File: src/rtl/seven_seg_pkg.sv
// rtl/seven_seg_pkg.sv - shared types and constants for the seven-segment scanner
package seven_seg_pkg;

  localparam int NUM_DIGITS = 4;

  typedef logic [6:0] seg7_t;

  localparam seg7_t      SEG_BLANK = 7'h7F;
  localparam logic [3:0] ANODE_OFF = 4'hF;

  // Active-low {g,f,e,d,c,b,a} patterns for hex digits 0..F
  localparam seg7_t HEX_SEG [16] = '{
    7'h40, 7'h79, 7'h24, 7'h30, 7'h19, 7'h12, 7'h02, 7'h78,
    7'h00, 7'h10, 7'h08, 7'h03, 7'h46, 7'h21, 7'h06, 7'h0E
  };

endpackage

File: src/rtl/hex_to_seg7.sv
// rtl/hex_to_seg7.sv - combinational hex nibble to active-low seven-segment decoder
module hex_to_seg7
  import seven_seg_pkg::*;
(
  input  logic [3:0] nibble,
  output seg7_t      seg
);

  assign seg = HEX_SEG[nibble];

endmodule

File: src/rtl/seven_seg_scan.sv
// rtl/seven_seg_scan.sv - 4-digit multiplexed seven-segment driver with tear-free frame commit
module seven_seg_scan
  import seven_seg_pkg::*;
#(
  parameter int CNT_W = 17,
  parameter int GUARD = 4
) (
  input  logic        clk,
  input  logic        rst,
  input  logic [15:0] data,
  input  logic        load,
  input  logic [3:0]  dp_in,
  input  logic [3:0]  blank,
  input  logic        lz_en,
  output logic [3:0]  anode,
  output seg7_t       segment,
  output logic        dp,
  output logic        frame_done
);

  localparam int OFF_W = CNT_W - 2;

  logic [CNT_W-1:0] cnt;
  logic [15:0]      shadow;
  logic [15:0]      disp;
  logic             pend;

  logic [1:0]       idx;
  logic [OFF_W-1:0] offset;
  logic             frame_end;
  logic [3:0]       nibble;
  logic [15:0]      upper;
  logic             in_guard;
  logic             lz_hide;
  logic             dark;
  seg7_t            seg_dec;

  assign idx       = cnt[CNT_W-1:CNT_W-2];
  assign offset    = cnt[OFF_W-1:0];
  assign frame_end = &cnt;
  assign nibble    = disp[{idx, 2'b00} +: 4];
  assign upper     = disp >> {idx, 2'b00};
  assign in_guard  = 32'(offset) < GUARD;

  // Digit 0 is exempt so an all-zero value still shows a single "0"
  assign lz_hide   = lz_en && (idx != 2'd0) && (upper == 16'h0000);
  assign dark      = in_guard || blank[idx] || lz_hide;

  hex_to_seg7 u_dec (
    .nibble (nibble),
    .seg    (seg_dec)
  );

  always_ff @(posedge clk) begin
    if (rst) begin
      cnt        <= '0;
      shadow     <= '0;
      pend       <= 1'b0;
      disp       <= '0;
      anode      <= ANODE_OFF;
      segment    <= SEG_BLANK;
      dp         <= 1'b1;
      frame_done <= 1'b0;
    end else begin
      cnt <= cnt + 1'b1;
      if (load) begin
        shadow <= data;
        pend   <= 1'b1;
      end
      // A load on the wrap cycle bypasses the shadow so it is not lost for a frame
      if (frame_end) begin
        if (load)
          disp <= data;
        else if (pend)
          disp <= shadow;
        pend <= 1'b0;
      end
      frame_done <= frame_end;
      if (dark) begin
        anode   <= ANODE_OFF;
        segment <= SEG_BLANK;
        dp      <= 1'b1;
      end else begin
        anode   <= ~(4'b0001 << idx);
        segment <= seg_dec;
        dp      <= ~dp_in[idx];
      end
    end
  end

endmodule

File: config.mk
export PLATFORM = sky130hd
export DESIGN_NAME = seven_seg_scan
export DESIGN_NICKNAME = d
export VERILOG_FILES = /design/src/rtl/seven_seg_pkg.sv /design/src/rtl/hex_to_seg7.sv /design/src/rtl/seven_seg_scan.sv
export SDC_FILE = /design/constraint.sdc
export NUM_CORES = 1
export LEC_CHECK = 0
export CAP_MARGIN = 40
export CELL_PAD_IN_SITES_DETAIL_PLACEMENT = 0
export CELL_PAD_IN_SITES_GLOBAL_PLACEMENT = 1
export CORE_UTILIZATION = 37
export CTS_BUF_LIST = sky130_fd_sc_hd__clkbuf_4
export CTS_CLUSTER_SIZE = 20
export DETAILED_ROUTE_END_ITERATION = 8
export PLACE_DENSITY = 0.85
export RECOVER_POWER = 50
export SLEW_MARGIN = 20
export SYNTH_ARGS = -nofsm -noshare
export SYNTH_HDL_FRONTEND = slang
export SYNTH_SLANG_ARGS = --single-unit
File: constraint.sdc
create_clock -name clk -period 2.3 [get_ports clk]
set_clock_uncertainty 0.15 [all_clocks]
set_input_delay 0.46 -clock clk [delete_from_list [all_inputs] [get_ports clk]]
set_output_delay 0.46 -clock clk [all_outputs]
set_load 0.02 [all_outputs]
==> results.yml, run 1 <==
floorplanning:
  dieWidth_um: 88.8
  pin_count: 41
  rows: 31
  dieHeight_um: 88.8
  start_util_pct: 38.4
  die_area_mm2: 0.00789
  coreArea_mm2: 0.00725
sta:
  finalCritPeriodShare_pct: 94.1
  fin_setup_tns_ns: 0
  clock.fmax_ghz: 0.462
  hold_violations: 0
  worstMarginPinSlew_ns: 0.792
  finalSetupViolations: 0
  min_period_ns: 2.16
  final-max-slew-violation-count: 0
  max-slew-margin-rel_pct: 47.2
  rsz0062_at_grt: "no"
clock_tree:
  cts_max_path_buffers: 2
  postCtsSetupRepairBufs: 0
  root_buffer: "clkbuf_4"
  clkTransAtPathRegs_ns: 0.11
  numClockSinks: 63
  cts_resized: 0
  htree_levels: 3
  clkLatencyLatePin_ns: 0.42
  cts_tree: "yes"
  cts_buffers: 9
  cts_hold_buffers: 0
yosys:
  synth_nets: 315
  synth_area_mm2: 0.00279
  synthFlopType: "dfxtp_1"
  postSynthAreaPerCell_um2: 9.96
  synth_top_cell_area_share_pct: 45.2
  syn-instance-count: 280
  synth_xor_area_share_pct: 4.08
  ys_types: 43
  synthSimpleGateAreaFrac_pct: 19.2
  synth_top_family_by_area: "simple AND/OR/NAND/NOR gates"
  async_flop_share_pct: 0
  synth_warnings: 0
  synth.area.top_cells: "dfxtp_1 45%, mux2i_1 5.7%, nor2_1 5.0%"
  synth_fa_ha_area_share_pct: 3.14
  synth_top_cell_by_area: "dfxtp_1"
  yosys_register_bits: 63
  yosysSeqAreaShare_pct: 45.2
  synth_compound_area_share_pct: 11.5
  synth_edf_count: 0
  synthMuxAreaShare_pct: 12.2
power_and_ir_drop:
  pwr-share-comb_pct: 6.4
  swShare_pct: 24.5
  irDropWorstVdd_mv: 0.236
  p_leak_nw: 1.23
  p_switching_uw: 493
  clkPwrFrac_pct: 37.6
  p_int_mw: 1.52
  pwr_density_cell_mw_per_mm2: 586
  power_frac_seq_pct: 56.0
drt:
  drt_pass1_iterations: 4
  routedWlPerCell_um: 13.2
  ant_nets: 0
  via_per_inst: 5.03
  drc: 0
  drt_iter0_drc: 157
  drt-total-wl_mm: 5.67
  vias: 2159
grt:
  antenna_found_initial: 0
  grt_pass1_vias: 2035
  grtUsageTotal_pct: 16.3
  grt-ovfl-total: 0
  grt_pass1_wl_mm: 9.56
  grt_max_degree: 41
flow_run:
  drv_cap: 0
hold_path:
  hp-class: "reg2reg"
place:
  placed_area_mm2: 0.00330
  post-dp-hpwl_mm: 4.03
  portBuffers: 40
  gp_congestion: 0.829
setup_path:
  worstPathArrival_ns: 2.32
  crit_family: "multiplexers"
  crit_path_start_kind: "register"
  setup.worst_path.end_class: "register"
  path_class: "reg2reg"
  crit_chain: "mux4_1 -> ha_1 -> mux2_2 -> a22oi_1 -> nand4_1"
  required_ns: 2.45
  max_stage_delay_ns: 0.69
  critPathSlowestCell: "mux4_1"
  cp.buffers_inverters: 0
  critPathMaxFanout: 6
layout:
  layout.nets: 360
  layout-drive-gt1-share_pct: 11.2
  final_cell_area_mm2: 0.00343
  post-route-util_pct: 47.4
  syn_to_final_growth_pct: 23.2
  antennaDiodeCount: 0
run_status:
  status: "completed"
[worst paths after layout]
kind                               from    endpoint  slack (ns)  cells after the start
worst max register to register  cnt[15]  segment[0]        0.14                      5
worst max-delay path            cnt[15]  segment[0]        0.14                      5
worst min register to register   cnt[0]      cnt[0]        0.34                      1
worst min-delay path             cnt[0]      cnt[0]        0.34                      1
[cell usage in the layout (no fill, tap or decap), types with 10 or more instances in the layout]
cell type,netlist,final
a21oi_1,17,17
a211oi_1,16,16
clkdlybuf4s50_1,0,37
nor2_1,37,37
mux2i_1,16,16
nand4_1,10,10
buf_4,1,10
dfxtp_1,63,63
nand3_1,11,11
xnor2_1,10,10
[synthesized netlist by cell type (2+ instances only)]
library cell / number
and3_1: 2
inv_1: 6
a211oi_1: 16
ha_1: 7
a22oi_1: 2
nand4_1: 10
mux2i_1: 16
a21oi_1: 17
xor2_1: 3
buf_2: 8
mux4_2: 3
nor4b_1: 2
nand4b_1: 2
a211o_1: 3
nand2b_1: 2
mux4_1: 3
nand2_1: 7
xnor2_1: 10
nor4_1: 8
nor2b_1: 5
dfxtp_1: 63
buf_6: 3
and2_1: 2
nor3_1: 6
clkbuf_1: 7
o21bai_1: 2
nor2_1: 37
mux2_2: 3
nand3_1: 11
[power groups by stage]
stage               logic (mW)  clock network [mW]  registers (mW)
floorplan               0.0613                   0            1.15
finish                   0.129               0.757            1.13
CTS                      0.132               0.781            1.13
detailed placement       0.131                   0            1.15
global route             0.143               0.828            1.13
global placement         0.129                   0            1.15
[through the flow]
stage	hold WS, ns	power (mW)	std cells	setup slack [ns]
after floorplan	0.292	1.21	280	0.0613
after global placement	0.310	1.28	413	0.0890
after detailed placement	0.322	1.28	413	0.0610
after CTS	0.347	2.04	429	0.130
after global routing	0.381	2.10	429	0.00588
final	0.340	2.01	429	0.135
[final cells by class]
type,instances,area [um2]
Sequential cell,63,1260
Clock buffer,9,67.6
Timing Repair Buffer,53,489
Clock inverter,7,73.8
Multi-Input combinational cell,192,1400
Tap cell,99,124
Inverter,6,22.5
Fill cell,698,3820
[cells by family after synthesis]
family,after synthesis
muxes,25
AOI/OAI and AO/OA,46
and+or+nand+nor,101
buffers and inverters,25
DFF,63
xor gates and xnor gates,13
adders and majority gates,7
[registers in the layout (all words and copies together), names as in the netlist]
signal	flops
anode	4
shadow	16
frame_done	1
segment	7
dp	1
pend	1
cnt	17
disp	16
[metal layers]
metal / track usage (%) / routed length [um] / up-vias / share of wire [%]
met4: 7.04 / 89 / 0 / 1.6
met5: 0 / 0 / - / 0
met1: 20.9 / 2820 / 1005 / 50
met3: 4.85 / 209 / 7 / 3.7
li1: - / - / 1109 / -
met2: 25.3 / 2550 / 38 / 45
Power figures use the tool's default switching activity.
==> run 2, diff against run 1 <==
Settings changed: PLACE_DENSITY 0.85 to 0.82.
Clock period 2.3 ns to 2.7 ns, I/O delays scaled along.
==> results.yml, run 2 (synthesized netlist as in run 1, its figures left out) <==
sta:
  fin_setup_tns_ns: 0
  clock.fmax_ghz: 0.392
  worstMarginPinSlew_ns: 1.32
  finalCritPeriodShare_pct: 94.4
  whs_ns: 0.357
  hold_violations: 0
  layout_setup_ws_ns: 0.151
  final-max-slew-violation-count: 0
  finalSetupViolations: 0
  min_period_ns: 2.55
  max-slew-margin-rel_pct: 12.2
  rsz0062_at_grt: "no"
drt:
  routedWlPerCell_um: 13.7
  drt_pass1_iterations: 4
  drc: 0
  drt_iter0_drc: 102
  drt-total-wl_mm: 5.77
  ant_nets: 0
  via_per_inst: 5.12
  vias: 2162
place:
  place_ws_ns: 0.238
  post-dp-hpwl_mm: 4.03
  place_inst: 407
  placed_area_mm2: 0.00325
  portBuffers: 40
  gp_congestion: 0.773
clock_tree:
  clkLatencyLatePin_ns: 0.41
  cts_hold_buffers: 0
  numClockSinks: 63
  clkTransAtPathRegs_ns: 0.11
  root_buffer: "clkbuf_4"
  cts_tree: "yes"
  cts_max_path_buffers: 2
  cts_buffers: 9
  cts_resized: 0
  postCtsSetupRepairBufs: 0
  htree_levels: 3
floorplanning:
  die_area_mm2: 0.00789
  coreArea_mm2: 0.00725
  pin_count: 41
  dieWidth_um: 88.8
  dieHeight_um: 88.8
  start_util_pct: 38.4
  rows: 31
hold_path:
  hp-class: "reg2reg"
layout:
  reg_top3: "cnt x17, disp x16, shadow x16"
  antennaDiodeCount: 0
  largest_reg_flops: 17
  layout_common_cells: "63 x dfxtp_1, 37 x nor2_1, 34 x clkdlybuf4s50_1, 17 x a21oi_1"
  stdcell_count: 422
  final_cell_area_mm2: 0.00336
  layout.nets: 354
  layout-drive-gt1-share_pct: 8.36
  syn_to_final_growth_pct: 20.5
  final_common_cell: "dfxtp_1"
  top_register: "cnt"
power_and_ir_drop:
  p_leak_nw: 1.19
  pwr_density_cell_mw_per_mm2: 493
  irDropWorstVdd_mv: 0.201
grt:
  grt_max_degree: 31
  grt_pass1_wl_mm: 9.50
  antenna_found_initial: 0
  grtUsageTotal_pct: 16.1
  grt-ovfl-total: 0
  grt_pass1_vias: 2010
setup_path:
  required_ns: 2.87
  crit_chain: "mux4_1 -> inv_1 -> ha_1 -> o211a_1 -> nand4_1 -> nand4bb_1"
  max_stage_delay_ns: 0.70
  crit_path_start_kind: "register"
  critPathMaxFanout: 10
  setup.worst_path.end_class: "register"
  path_class: "reg2reg"
  worstPathArrival_ns: 2.72
  critPathSlowestCell: "mux4_1"
run_status:
  status: "completed"
flow_run:
  drv_cap: 0
-- run 2: area by class of cell --
type	instances	area, um2
clock buffer	9	67.6
clock inverter	6	52.6
fill	709	3890
inverter	6	22.5
multi-input combinational	192	1400
sequential	63	1260
tap	99	124
timing repair buffer	47	435
-- run 2: stage by stage --
step                total power [mW]  utilization, %
finish                          1.66            46.3
CTS                             1.68            46.5
global placement                1.09            44.8
detailed placement              1.09            44.8
floorplan                       1.03               -
global route                    1.73            46.3
-- run 2: where the power goes --
group / switching, mW / total, mW / leakage, nW / internal, mW
logic: 0.0476 / 0.108 / 0.608 / 0.0601
registers: 0.00893 / 0.959 / 0.512 / 0.950
clock network: 0.322 / 0.589 / 0.0704 / 0.267
total: 0.378 / 1.66 / 1.19 / 1.28
-- run 2: path summary, 6_finish.rpt --
| path | start | to | slack [ns] | cells past startpoint |
|---|---|---|---|---|
| hold reg to reg | cnt[0] | cnt[0] | 0.36 | 1 |
| hold / removal | cnt[0] | cnt[0] | 0.36 | 1 |
| setup / recovery | cnt[15] | anode[0] | 0.15 | 6 |
| setup reg to reg | cnt[15] | anode[0] | 0.15 | 6 |
-- run 2: worst max-delay path, delay by kind of cell, from the launching register on --
kind / cells / cell delay [ns]
adders and majority gates: 1 / 0.23
and+or+nand+nor: 2 / 0.63
buffers and inverters: 1 / 0.15
DFF: 1 / 0.43
AOI/OAI and AO/OA: 1 / 0.19
muxes: 1 / 0.70
-- run 2: metal layers --
metal / track usage, % / routed length, um
met1: 21.5 / 2940
met2: 24.1 / 2530
met5: 0 / 0
met4: 9.38 / 124
met3: 3.36 / 179
